**src/rtl/pipe_pkg.sv**
```systemverilog
// ---------------------------------------------------------------------------
// pipe_pkg
// Shared definitions for the elastic MIPS pipeline stages:
//   - control/data bundle widths of each inter-stage register
//   - field offsets of the EX/MEM data bundle plus a pack helper
//   - the stage state encoding (EMPTY / ONE / TWO entries held)
// ---------------------------------------------------------------------------
package pipe_pkg;

  // Bundle widths per stage boundary.
  localparam int IDEX_CTRL_W  = 12;
  localparam int IDEX_DATA_W  = 111;  // rs,rt,rd (15) + busA,busB,imm32 (96)
  localparam int EXMEM_CTRL_W = 10;
  localparam int EXMEM_DATA_W = 79;   // rs,rt,rd (15) + busB (32) + Result (32)
  localparam int MEMWB_CTRL_W = 3;
  localparam int MEMWB_DATA_W = 69;   // rd (5) + mem data (32) + Result (32)

  // EX/MEM data bundle field offsets (LSB positions).
  localparam int EXMEM_RESULT_LSB = 0;
  localparam int EXMEM_BUSB_LSB   = 32;
  localparam int EXMEM_RD_LSB     = 64;
  localparam int EXMEM_RT_LSB     = 69;
  localparam int EXMEM_RS_LSB     = 74;

  typedef enum logic [1:0] {
    ST_EMPTY = 2'd0,
    ST_ONE   = 2'd1,
    ST_TWO   = 2'd2
  } stage_state_t;

  // Number of entries held in a given state; the unused encoding reports 0.
  function automatic logic [1:0] state_occupancy(input stage_state_t st);
    case (st)
      ST_ONE:  return 2'd1;
      ST_TWO:  return 2'd2;
      default: return 2'd0;
    endcase
  endfunction

  function automatic logic [EXMEM_DATA_W-1:0] exmem_pack(
    input logic [4:0]  rs,
    input logic [4:0]  rt,
    input logic [4:0]  rd,
    input logic [31:0] bus_b,
    input logic [31:0] result
  );
    return {rs, rt, rd, bus_b, result};
  endfunction

endpackage

```
**src/rtl/pipe_stage_elastic_if.sv**
```systemverilog
// ---------------------------------------------------------------------------
// pipe_stage_elastic_if
// Valid/ready beat channel carrying a control bundle and a data bundle.
//   valid : producer has a beat          ready : consumer accepts it
//   ctrl  : control bundle (CTRL_W)      data  : data bundle (DATA_W)
// master = producer side, slave = consumer side.
// ---------------------------------------------------------------------------
interface pipe_stage_elastic_if #(
  parameter int CTRL_W = 10,
  parameter int DATA_W = 79
);
  logic              valid;
  logic              ready;
  logic [CTRL_W-1:0] ctrl;
  logic [DATA_W-1:0] data;

  modport master (output valid, ctrl, data, input ready);
  modport slave  (input valid, ctrl, data, output ready);
endinterface

```
**src/rtl/pipe_entry_reg.sv**
```systemverilog
// ---------------------------------------------------------------------------
// pipe_entry_reg
// One pipeline entry: valid flag + control + data register.
//   clk, rst     : clock, synchronous active-high reset (clears everything)
//   load_i       : capture ctrl_i/data_i and set valid
//   clr_i        : drop the entry (valid and ctrl to 0); wins over load_i
//   clr_data_i   : with clr_i, also zero the data register
//   valid_o/ctrl_o/data_o : registered contents
// ---------------------------------------------------------------------------
module pipe_entry_reg #(
  parameter int CTRL_W = 10,
  parameter int DATA_W = 79
) (
  input  logic              clk,
  input  logic              rst,
  input  logic              load_i,
  input  logic              clr_i,
  input  logic              clr_data_i,
  input  logic [CTRL_W-1:0] ctrl_i,
  input  logic [DATA_W-1:0] data_i,
  output logic              valid_o,
  output logic [CTRL_W-1:0] ctrl_o,
  output logic [DATA_W-1:0] data_o
);
  logic              valid_q;
  logic [CTRL_W-1:0] ctrl_q;
  logic [DATA_W-1:0] data_q;

  // NOTE: registers update with non-blocking (<=) so every flop samples
  // pre-edge values; data is reset as well so out_data reads 0 after reset.
  always_ff @(posedge clk) begin
    if (rst) begin
      valid_q <= 1'b0;
      ctrl_q  <= '0;
      data_q  <= '0;
    end else if (clr_i) begin
      valid_q <= 1'b0;
      ctrl_q  <= '0;
      if (clr_data_i) data_q <= '0;
    end else if (load_i) begin
      valid_q <= 1'b1;
      ctrl_q  <= ctrl_i;
      data_q  <= data_i;
    end
  end

  assign valid_o = valid_q;
  assign ctrl_o  = ctrl_q;
  assign data_o  = data_q;
endmodule

```
**src/rtl/pipe_stage_elastic.sv**
```systemverilog
// ---------------------------------------------------------------------------
// pipe_stage_elastic
// Elastic pipeline stage between two MIPS stages, 1-clk latency, FIFO order.
//   clk, rst   : clock, synchronous active-high reset
//   flush      : drop every held entry (and any beat arriving this cycle)
//   stall      : freeze; no beat in or out this cycle
//   in_if      : upstream beat channel (slave)
//   out_if     : downstream beat channel (master); ctrl is 0 on bubbles
//   occupancy  : entries held (0..2)
// SKID=0: single head entry, in_ready follows out_ready combinationally.
// SKID=1: head + skid entry, in_ready depends only on local state.
// FLUSH_DATA=1: flush also zeroes the data registers.
// ---------------------------------------------------------------------------
module pipe_stage_elastic
  import pipe_pkg::*;
#(
  parameter int CTRL_W     = EXMEM_CTRL_W,
  parameter int DATA_W     = EXMEM_DATA_W,
  parameter int SKID       = 1,
  parameter int FLUSH_DATA = 0
) (
  input  logic                 clk,
  input  logic                 rst,
  input  logic                 flush,
  input  logic                 stall,
  pipe_stage_elastic_if.slave  in_if,
  pipe_stage_elastic_if.master out_if,
  output logic [1:0]           occupancy
);
  stage_state_t      state_q, state_d;
  logic              h_valid, s_valid;
  logic [CTRL_W-1:0] h_ctrl, s_ctrl, h_ctrl_d;
  logic [DATA_W-1:0] h_data, s_data, h_data_d;
  logic              h_load, h_clr, h_clr_data, h_from_s;
  logic              s_load, s_clr, s_clr_data;
  logic              in_fire, out_fire;

  assign in_fire  = in_if.valid & in_if.ready;
  assign out_fire = out_if.valid & out_if.ready;

  always_ff @(posedge clk) begin
    if (rst) state_q <= ST_EMPTY;
    else     state_q <= state_d;
  end

  // Priority: flush > illegal-state recovery > stall > handshake.
  always_comb begin
    // NOTE: defaults first so every path assigns every signal (no latches).
    state_d    = state_q;
    h_load     = 1'b0;
    h_clr      = 1'b0;
    h_clr_data = 1'b0;
    h_from_s   = 1'b0;
    s_load     = 1'b0;
    s_clr      = 1'b0;
    s_clr_data = 1'b1;
    if (flush) begin
      state_d    = ST_EMPTY;
      h_clr      = 1'b1;
      s_clr      = 1'b1;
      h_clr_data = (FLUSH_DATA != 0);
      s_clr_data = (FLUSH_DATA != 0);
    end else if (!(state_q inside {ST_EMPTY, ST_ONE, ST_TWO})) begin
      state_d = ST_EMPTY;
      h_clr   = 1'b1;
      s_clr   = 1'b1;
    end else if (!stall) begin
      case (state_q)
        ST_EMPTY: if (in_fire) begin
          state_d = ST_ONE;
          h_load  = 1'b1;
        end
        ST_ONE: if (in_fire) begin
          // Without a skid entry in_fire in ONE implies out_fire: reload head.
          if (out_fire || SKID == 0) begin
            h_load = 1'b1;
          end else begin
            s_load  = 1'b1;
            state_d = ST_TWO;
          end
        end else if (out_fire) begin
          state_d = ST_EMPTY;
          h_clr   = 1'b1;  // data kept: out_data keeps showing the last head
        end
        ST_TWO: if (out_fire) begin
          state_d  = ST_ONE;
          h_load   = 1'b1;
          h_from_s = 1'b1;
          s_clr    = 1'b1;
        end
        default: ;
      endcase
    end
  end

  assign h_ctrl_d = h_from_s ? s_ctrl : in_if.ctrl;
  assign h_data_d = h_from_s ? s_data : in_if.data;

  pipe_entry_reg #(.CTRL_W(CTRL_W), .DATA_W(DATA_W)) u_head (
    .clk        (clk),
    .rst        (rst),
    .load_i     (h_load),
    .clr_i      (h_clr),
    .clr_data_i (h_clr_data),
    .ctrl_i     (h_ctrl_d),
    .data_i     (h_data_d),
    .valid_o    (h_valid),
    .ctrl_o     (h_ctrl),
    .data_o     (h_data)
  );

  generate
    if (SKID != 0) begin : g_skid
      pipe_entry_reg #(.CTRL_W(CTRL_W), .DATA_W(DATA_W)) u_skid (
        .clk        (clk),
        .rst        (rst),
        .load_i     (s_load),
        .clr_i      (s_clr),
        .clr_data_i (s_clr_data),
        .ctrl_i     (in_if.ctrl),
        .data_i     (in_if.data),
        .valid_o    (s_valid),
        .ctrl_o     (s_ctrl),
        .data_o     (s_data)
      );
      // Registered-only ready: no combinational path from out_ready.
      assign in_if.ready = ~rst & ~stall & ~s_valid & (state_q inside {ST_EMPTY, ST_ONE});
    end else begin : g_pass
      logic unused_skid_ctl;
      assign s_valid         = 1'b0;
      assign s_ctrl          = '0;
      assign s_data          = '0;
      assign unused_skid_ctl = ^{s_load, s_clr, s_clr_data};
      assign in_if.ready = ~rst & ~stall &
                           ((state_q == ST_EMPTY) | ((state_q == ST_ONE) & out_if.ready));
    end
  endgenerate

  assign out_if.valid = ~rst & ~stall & h_valid;
  assign out_if.ctrl  = out_if.valid ? h_ctrl : '0;
  assign out_if.data  = rst ? '0 : h_data;
  assign occupancy    = rst ? 2'd0 : state_occupancy(state_q);
endmodule

```
**src/flat_wrapper.sv**
```systemverilog
// flat-port wrapper written by rule: the top's interface ports become plain ports
module pipe_stage_elastic_flat import pipe_pkg::*;
#(
  parameter int CTRL_W     = EXMEM_CTRL_W,
  parameter int DATA_W     = EXMEM_DATA_W,
  parameter int SKID       = 1,
  parameter int FLUSH_DATA = 0
)
  (clk, rst, flush, stall, occupancy, in_if_valid, in_if_ctrl, in_if_data, in_if_ready, out_if_valid, out_if_ctrl, out_if_data, out_if_ready);
  pipe_stage_elastic_if #(.CTRL_W(CTRL_W), .DATA_W(DATA_W)) in_if_i ();
  pipe_stage_elastic_if #(.CTRL_W(CTRL_W), .DATA_W(DATA_W)) out_if_i ();
  input  logic clk;
  input  logic rst;
  input  logic flush;
  input  logic stall;
  output logic [1:0] occupancy;
  input wire logic [$bits(in_if_i.valid)-1:0] in_if_valid;
  input wire logic [$bits(in_if_i.ctrl)-1:0] in_if_ctrl;
  input wire logic [$bits(in_if_i.data)-1:0] in_if_data;
  output wire logic [$bits(in_if_i.ready)-1:0] in_if_ready;
  output wire logic [$bits(out_if_i.valid)-1:0] out_if_valid;
  output wire logic [$bits(out_if_i.ctrl)-1:0] out_if_ctrl;
  output wire logic [$bits(out_if_i.data)-1:0] out_if_data;
  input wire logic [$bits(out_if_i.ready)-1:0] out_if_ready;
  assign in_if_i.valid = in_if_valid;
  assign in_if_i.ctrl = in_if_ctrl;
  assign in_if_i.data = in_if_data;
  assign in_if_ready = in_if_i.ready;
  assign out_if_valid = out_if_i.valid;
  assign out_if_ctrl = out_if_i.ctrl;
  assign out_if_data = out_if_i.data;
  assign out_if_i.ready = out_if_ready;
  pipe_stage_elastic #(.CTRL_W(CTRL_W), .DATA_W(DATA_W), .SKID(SKID), .FLUSH_DATA(FLUSH_DATA)) u_core (.clk(clk), .rst(rst), .flush(flush), .stall(stall), .in_if(in_if_i), .out_if(out_if_i), .occupancy(occupancy));
endmodule
```
**config.mk**
```make
export PLATFORM = sky130hd
export DESIGN_NAME = pipe_stage_elastic_flat
export DESIGN_NICKNAME = d
export VERILOG_FILES = /design/src/rtl/pipe_pkg.sv /design/src/rtl/pipe_stage_elastic_if.sv /design/src/rtl/pipe_entry_reg.sv /design/src/rtl/pipe_stage_elastic.sv /design/src/flat_wrapper.sv
export SDC_FILE = /design/constraint.sdc
export NUM_CORES = 1
export LEC_CHECK = 0
export ABC_AREA = 1
export BUFFER_PORTS_ARGS = -buffer_cell sky130_fd_sc_hd__buf_2
export CORE_ASPECT_RATIO = 0.7
export CORE_MARGIN = 1.5
export CORE_UTILIZATION = 55
export CTS_CLUSTER_DIAMETER = 200
export DETAILED_ROUTE_END_ITERATION = 7
export PLACE_DENSITY = 0.91
export SETUP_SLACK_MARGIN = 0.4
export SYNTH_ARGS = -nofsm -noshare
export SYNTH_HDL_FRONTEND = slang
export SYNTH_SLANG_ARGS = --single-unit
```
**constraint.sdc**
```tcl
create_clock -name clk -period 2.3 [get_ports clk]
set_input_delay 0.46 -clock clk [delete_from_list [all_inputs] [get_ports clk]]
set_output_delay 0.46 -clock clk [all_outputs]
set_load 0.1 [all_outputs]
```
Word level (Yosys, flattened, before mapping)
Index checks and enable logic that the tools add are counted.
{ "totals": {"out_inout_bits": 93, "mem_count": 0, "mem_bits_rw": 0, "romBits": 0, "latchBits": 0, "wordCells": 74, "input_bits": 95, "ff_bits": 182} }
{ "classes": {"n_addsub": 0, "n_lt_le_gt_ge": 0, "n_bitwise": 11, "mux": 39, "multipliers": 0, "reduce_logical": 10, "n_div": 0, "n_shift": 0, "n_eq_ne": 7} }
{ "ops": {"columns": ["op", "count"], "rows": [
  ["$mux W79", 5],
  ["$mux W1", 23],
  ["$mux W10", 2],
  ["$mux W2", 6],
  ["$and A1 B1 Y1", 6],
  ["$pmux W2 S3", 1],
  ["$reduce_and A6 Y1", 1],
  ["$not A1 Y1", 5],
  ["$ne A2 B1 Y1 const B", 2],
  ["$pmux W2 S2", 1],
  ["$reduce_and A2 Y1", 2],
  ["$reduce_bool A2 Y1", 2],
  ["$reduce_or A2 Y1", 2],
  ["$ne A3 B1 Y1 const B", 1],
  ["$ne A3 B3 Y1 const B", 1],
  ["$pmux W1 S3", 1],
  ["$reduce_bool A3 Y1", 1],
  ["$reduce_or A3 Y1", 1],
  ["$eq A2 B1 Y1 const B", 1],
  ["$eq A2 B2 Y1 const B", 1],
  ["$logic_not A2 Y1", 1],
  ["$ne A2 B2 Y1 const B", 1]
]} }

Logic depth before layout (Yosys ltp)
{ "depth": {"word_depth": 12, "ltp_mapped": 13, "ltp_nobuf": 9} }

Cells and area by module
A second synthesis with hierarchy kept.
{ "unflattened": {"cells_unflattened": 1343, "area_unflattened_um2": 8654.6} }
{ "modules_own_cells": {"columns": ["mod", "n_inst", "area_per_inst_um2", "seq_area_each_um2", "cells_per_inst"], "rows": [
  ["pipe_entry_reg", 2, 3211.8, 1801.7, 402],
  ["pipe_stage_elastic", 1, 2230.9, 40.0, 539]
]} }

Least setup slack after synthesis
Ideal clock, no wire load.
{ "synth_timing": {"path_type": "input to output", "start": "input rst", "end": "output occupancy[0]", "path_slack_ns": -0.410, "path_stages": 4, "required_time_ns": 1.840, "arrival_time_ns": 2.250, "n_path_buf": 3, "cell_sequence": "buf_6 -> clkbuf_1 -> clkbuf_1 -> nor2_1"} }
{ "synth_via": {"elab_chain_len": 1} }
{ "synth_rtl": {"columns": ["element", "line_no", "rtl"], "rows": [
  ["from (decl)", "flat_wrapper.sv:13", "input logic rst;"],
  ["$mux W2", "pipe_stage_elastic.sv:142", "assign occupancy = rst ? 2'd0 : state_occupancy(state_q);"],
  ["to (decl)", "flat_wrapper.sv:16", "output logic [1:0] occupancy;"]
]} }
No other way between the ends.

Worst setup path after layout
{ "layout_timing": {"start": "input rst", "end": "output out_if_data[28]"} }
{ "layout_via": {"elab_chain_len": 1} }
{ "layout_rtl": {"columns": ["element", "line_no", "rtl"], "rows": [
  ["$mux W79", "pipe_stage_elastic.sv:141", "assign out_if.data = rst ? '0 : h_data;"],
  ["to (decl)", "flat_wrapper.sv:23", "output wire logic [$bits(out_if_i.data)-1:0] out_if_data;"]
]} }
No other way between the ends.

==> flow_summary.json <==
{
  "num_vias": 9224,
  "die_w_um": 153.3,
  "routed_via_density": 5.274,
  "final_common_cell": "nand2_1",
  "ys_ff_latch": 182,
  "final_antenna_net_count": 0,
  "cts_tree": "yes",
  "clk_latency_ns": 0.42,
  "fillers": 1253,
  "tns_ns": 0,
  "port_buffers": 187,
  "seq_area_frac_synth": 0.4189,
  "synth_area_um2": 8697,
  "fin_util": 0.6990,
  "min_period_over_period": 0.8241,
  "antenna_found_initial": 4,
  "drive_above_1_share": 0.1863,
  "rows": 38,
  "reg2regPathDepth": 10,
  "relSlewSlack": 0.6675,
  "grt_usage": 0.2785,
  "clkTransAtPathRegs_ns": 0.07,
  "final_cells": 1749,
  "cp.required_ns": 1.84,
  "htree_levels": 4,
  "core-area_um2": 15500,
  "stdcell_area_um2": 10830,
  "min_to": "u_core.g_skid.u_skid.data_o[18]$_SDFFE_PP0P_",
  "avgSynthCellArea_um2": 6.217,
  "syn_inst": 1399,
  "dpl_cell_area_um2": 10170,
  "ys_warn_count": 0,
  "drcViolationCount": 0,
  "startpoint_type": "input pin",
  "hold_viol": 0,
  "seqCellArea_um2": 3645,
  "whs_path_depth": 3,
  "holdCritPathClass": "in2reg",
  "fmax_ghz": 0.5276,
  "grt_pass1_wl_um": 38090,
  "clock_sinks": 182,
  "power_density_nw_per_um2": 630.5,
  "routed_wl_um": 23810,
  "cts_hold_buf": 0,
  "syn_nets": 1494,
  "io_pins": 188,
  "power_leakage_nw": 5.354,
  "numCtsBuffers": 17,
  "multi_input_area_um2": 4400,
  "critPathKind": "in2out",
  "die_h_um": 108.2,
  "peakVddDrop_mv": 0.4647,
  "period_needed_ns": 1.896,
  "endpoint_kind": "output pin",
  "final_cell_mix": "nand2_1 (434), nor2_1 (257), dfxtp_1 (181), nand3_1 (170), buf_2 (167)",
  "areaGrowthSynthToFinish_pct": 24.57,
  "grt_max_degree": 71,
  "grt_pass1_vias": 8012,
  "critPathArrivalTime_ns": 1.44,
  "initial_utilization": 0.5611,
  "tightest_slew_ns": 0.5022,
  "layout.nets": 1628,
  "grt_overflow": 0,
  "r2r-end": "u_core.u_head.data_o[74]$_SDFFE_PP0P_",
  "grt_setup_unrepaired": "yes",
  "placed_cells": 1710,
  "cp_max_fo": 47,
  "hpwl_um": 14620,
  "status": "finished clean",
  "die-area_um2": 16590,
  "hold_start": "in_if_data[18]",
  "drv_slew": 0,
  "first_iter_violations": 828,
  "finalSetupViolations": 0,
  "ys_types": 22,
  "first_pass_iters": 5,
  "routabilityCongestion": 0.8324,
  "clockBufferDepth": 2,
  "wl_per_cell_um": 13.61,
  "maxCapViolations": 0,
  "timing.hold.ws_ns": 0.3002,
  "rr_startpoint": "u_core.state_q[0]$_SDFFE_PP0P_",
  "fin_worst_skew_ns": 0.009800,
  "rrSetupSlack_ns": 0.53,
  "cts_root_buf": "clkbuf_16"
}
==> cell usage after synthesis (all sizes together) <==
master    n  area share
a21boi    1     0.00086
nor2    288        0.13
inv     108       0.047
nand4     1     0.00072
dfxtp   182        0.42
buf      41       0.028
clkbuf   62       0.027
nand2   437        0.19
nand3   172        0.10
o21a      1     0.00086
a21oi    93       0.054
o21ai    13      0.0079
==> routing by layer <==
| metal | vias up | routed length (um) | track usage |
|---|---|---|---|
| li1 | 4566 | - | - |
| met1 | 4203 | 10470 | 0.3826 |
| met2 | 426 | 11030 | 0.4529 |
| met3 | 27 | 2081 | 0.05010 |
| met4 | 2 | 219 | 0.07633 |
| met5 | - | 11 | 0 |
==> area by class of cell <==
cell class / count / share of cell area
antenna: 3 / 0.0006929
clock buffer: 20 / 0.04031
clock inverter: 12 / 0.01086
multi-input combinational: 1006 / 0.4062
sequential: 182 / 0.3364
inverter: 108 / 0.03753
timing repair buffer: 218 / 0.1449
tap: 200 / 0.02310
==> report_power, final <==
| part | total, mW | switching, mW | internal, mW | leakage (nW) |
|---|---|---|---|---|
| clock | 2.80 | 1.29 | 1.51 | 0.258 |
| sequential | 3.22 | 0.0150 | 3.20 | 1.47 |
| combinational | 0.816 | 0.602 | 0.215 | 3.62 |
==> metrics by stage <==
stage / total power [mW] / worst slack (ns)
6_report: 6.831 / 0.4045
5_1_grt: 7.073 / 0.3693
4_1_cts: 6.848 / 0.4129
3_5_place_dp: 4.088 / 0.1721
3_3_place_gp: 4.075 / 0.2505
2_1_floorplan: 3.853 / -0.3934
==> registers in the layout, summed over array words and instances (netlist names) <==
register	count
u_core.g_skid.u_skid.valid_o	1
u_core.u_head.valid_o	1
u_core.state_q	2
u_core.g_skid.u_skid.data_o	79
u_core.u_head.data_o	79
u_core.g_skid.u_skid.ctrl_o	10
u_core.u_head.ctrl_o	10
==> worst max path at each step <==
stage | from | endpoint | slack (ns)
final | rst | out_if_data[28] | 0.40
after global routing | rst | out_if_ctrl[9] | 0.37
after CTS | rst | out_if_data[51] | 0.41
after detailed placement | rst | u_core.u_head.data_o[50]$_SDFFE_PP0P_ | 0.17
after global placement | rst | u_core.u_head.data_o[44]$_SDFFE_PP0P_ | 0.25
after floorplan | rst | out_if_data[51] | -0.39
==> critical path, stage by stage <==
cell and delay (ns):
buf_6 0.13, buf_12 0.18, nor2_1 0.19, buf_2 0.46
==> repair_timing <==
action / CTS / global route
gates cloned: 0 / 1
buffers inserted: 0 / 3
setup endpoints to repair: 16 / 78
pin swaps: 0 / 1
gates resized for setup: 7 / 10
==> kinds of logic (layout without fill, tap and decap cells) <==
logic type             count (synthesis)  in the layout  synth area share
AO/OA/AOI/OAI                        108            108           0.06316
AND/OR/NAND/NOR                      898            898            0.4166
flip-flops                           182            182            0.4189
other                                  0              3                 0
buffers and inverters                211            358            0.1013
No activity file was read; power rests on OpenSTA's default activity.
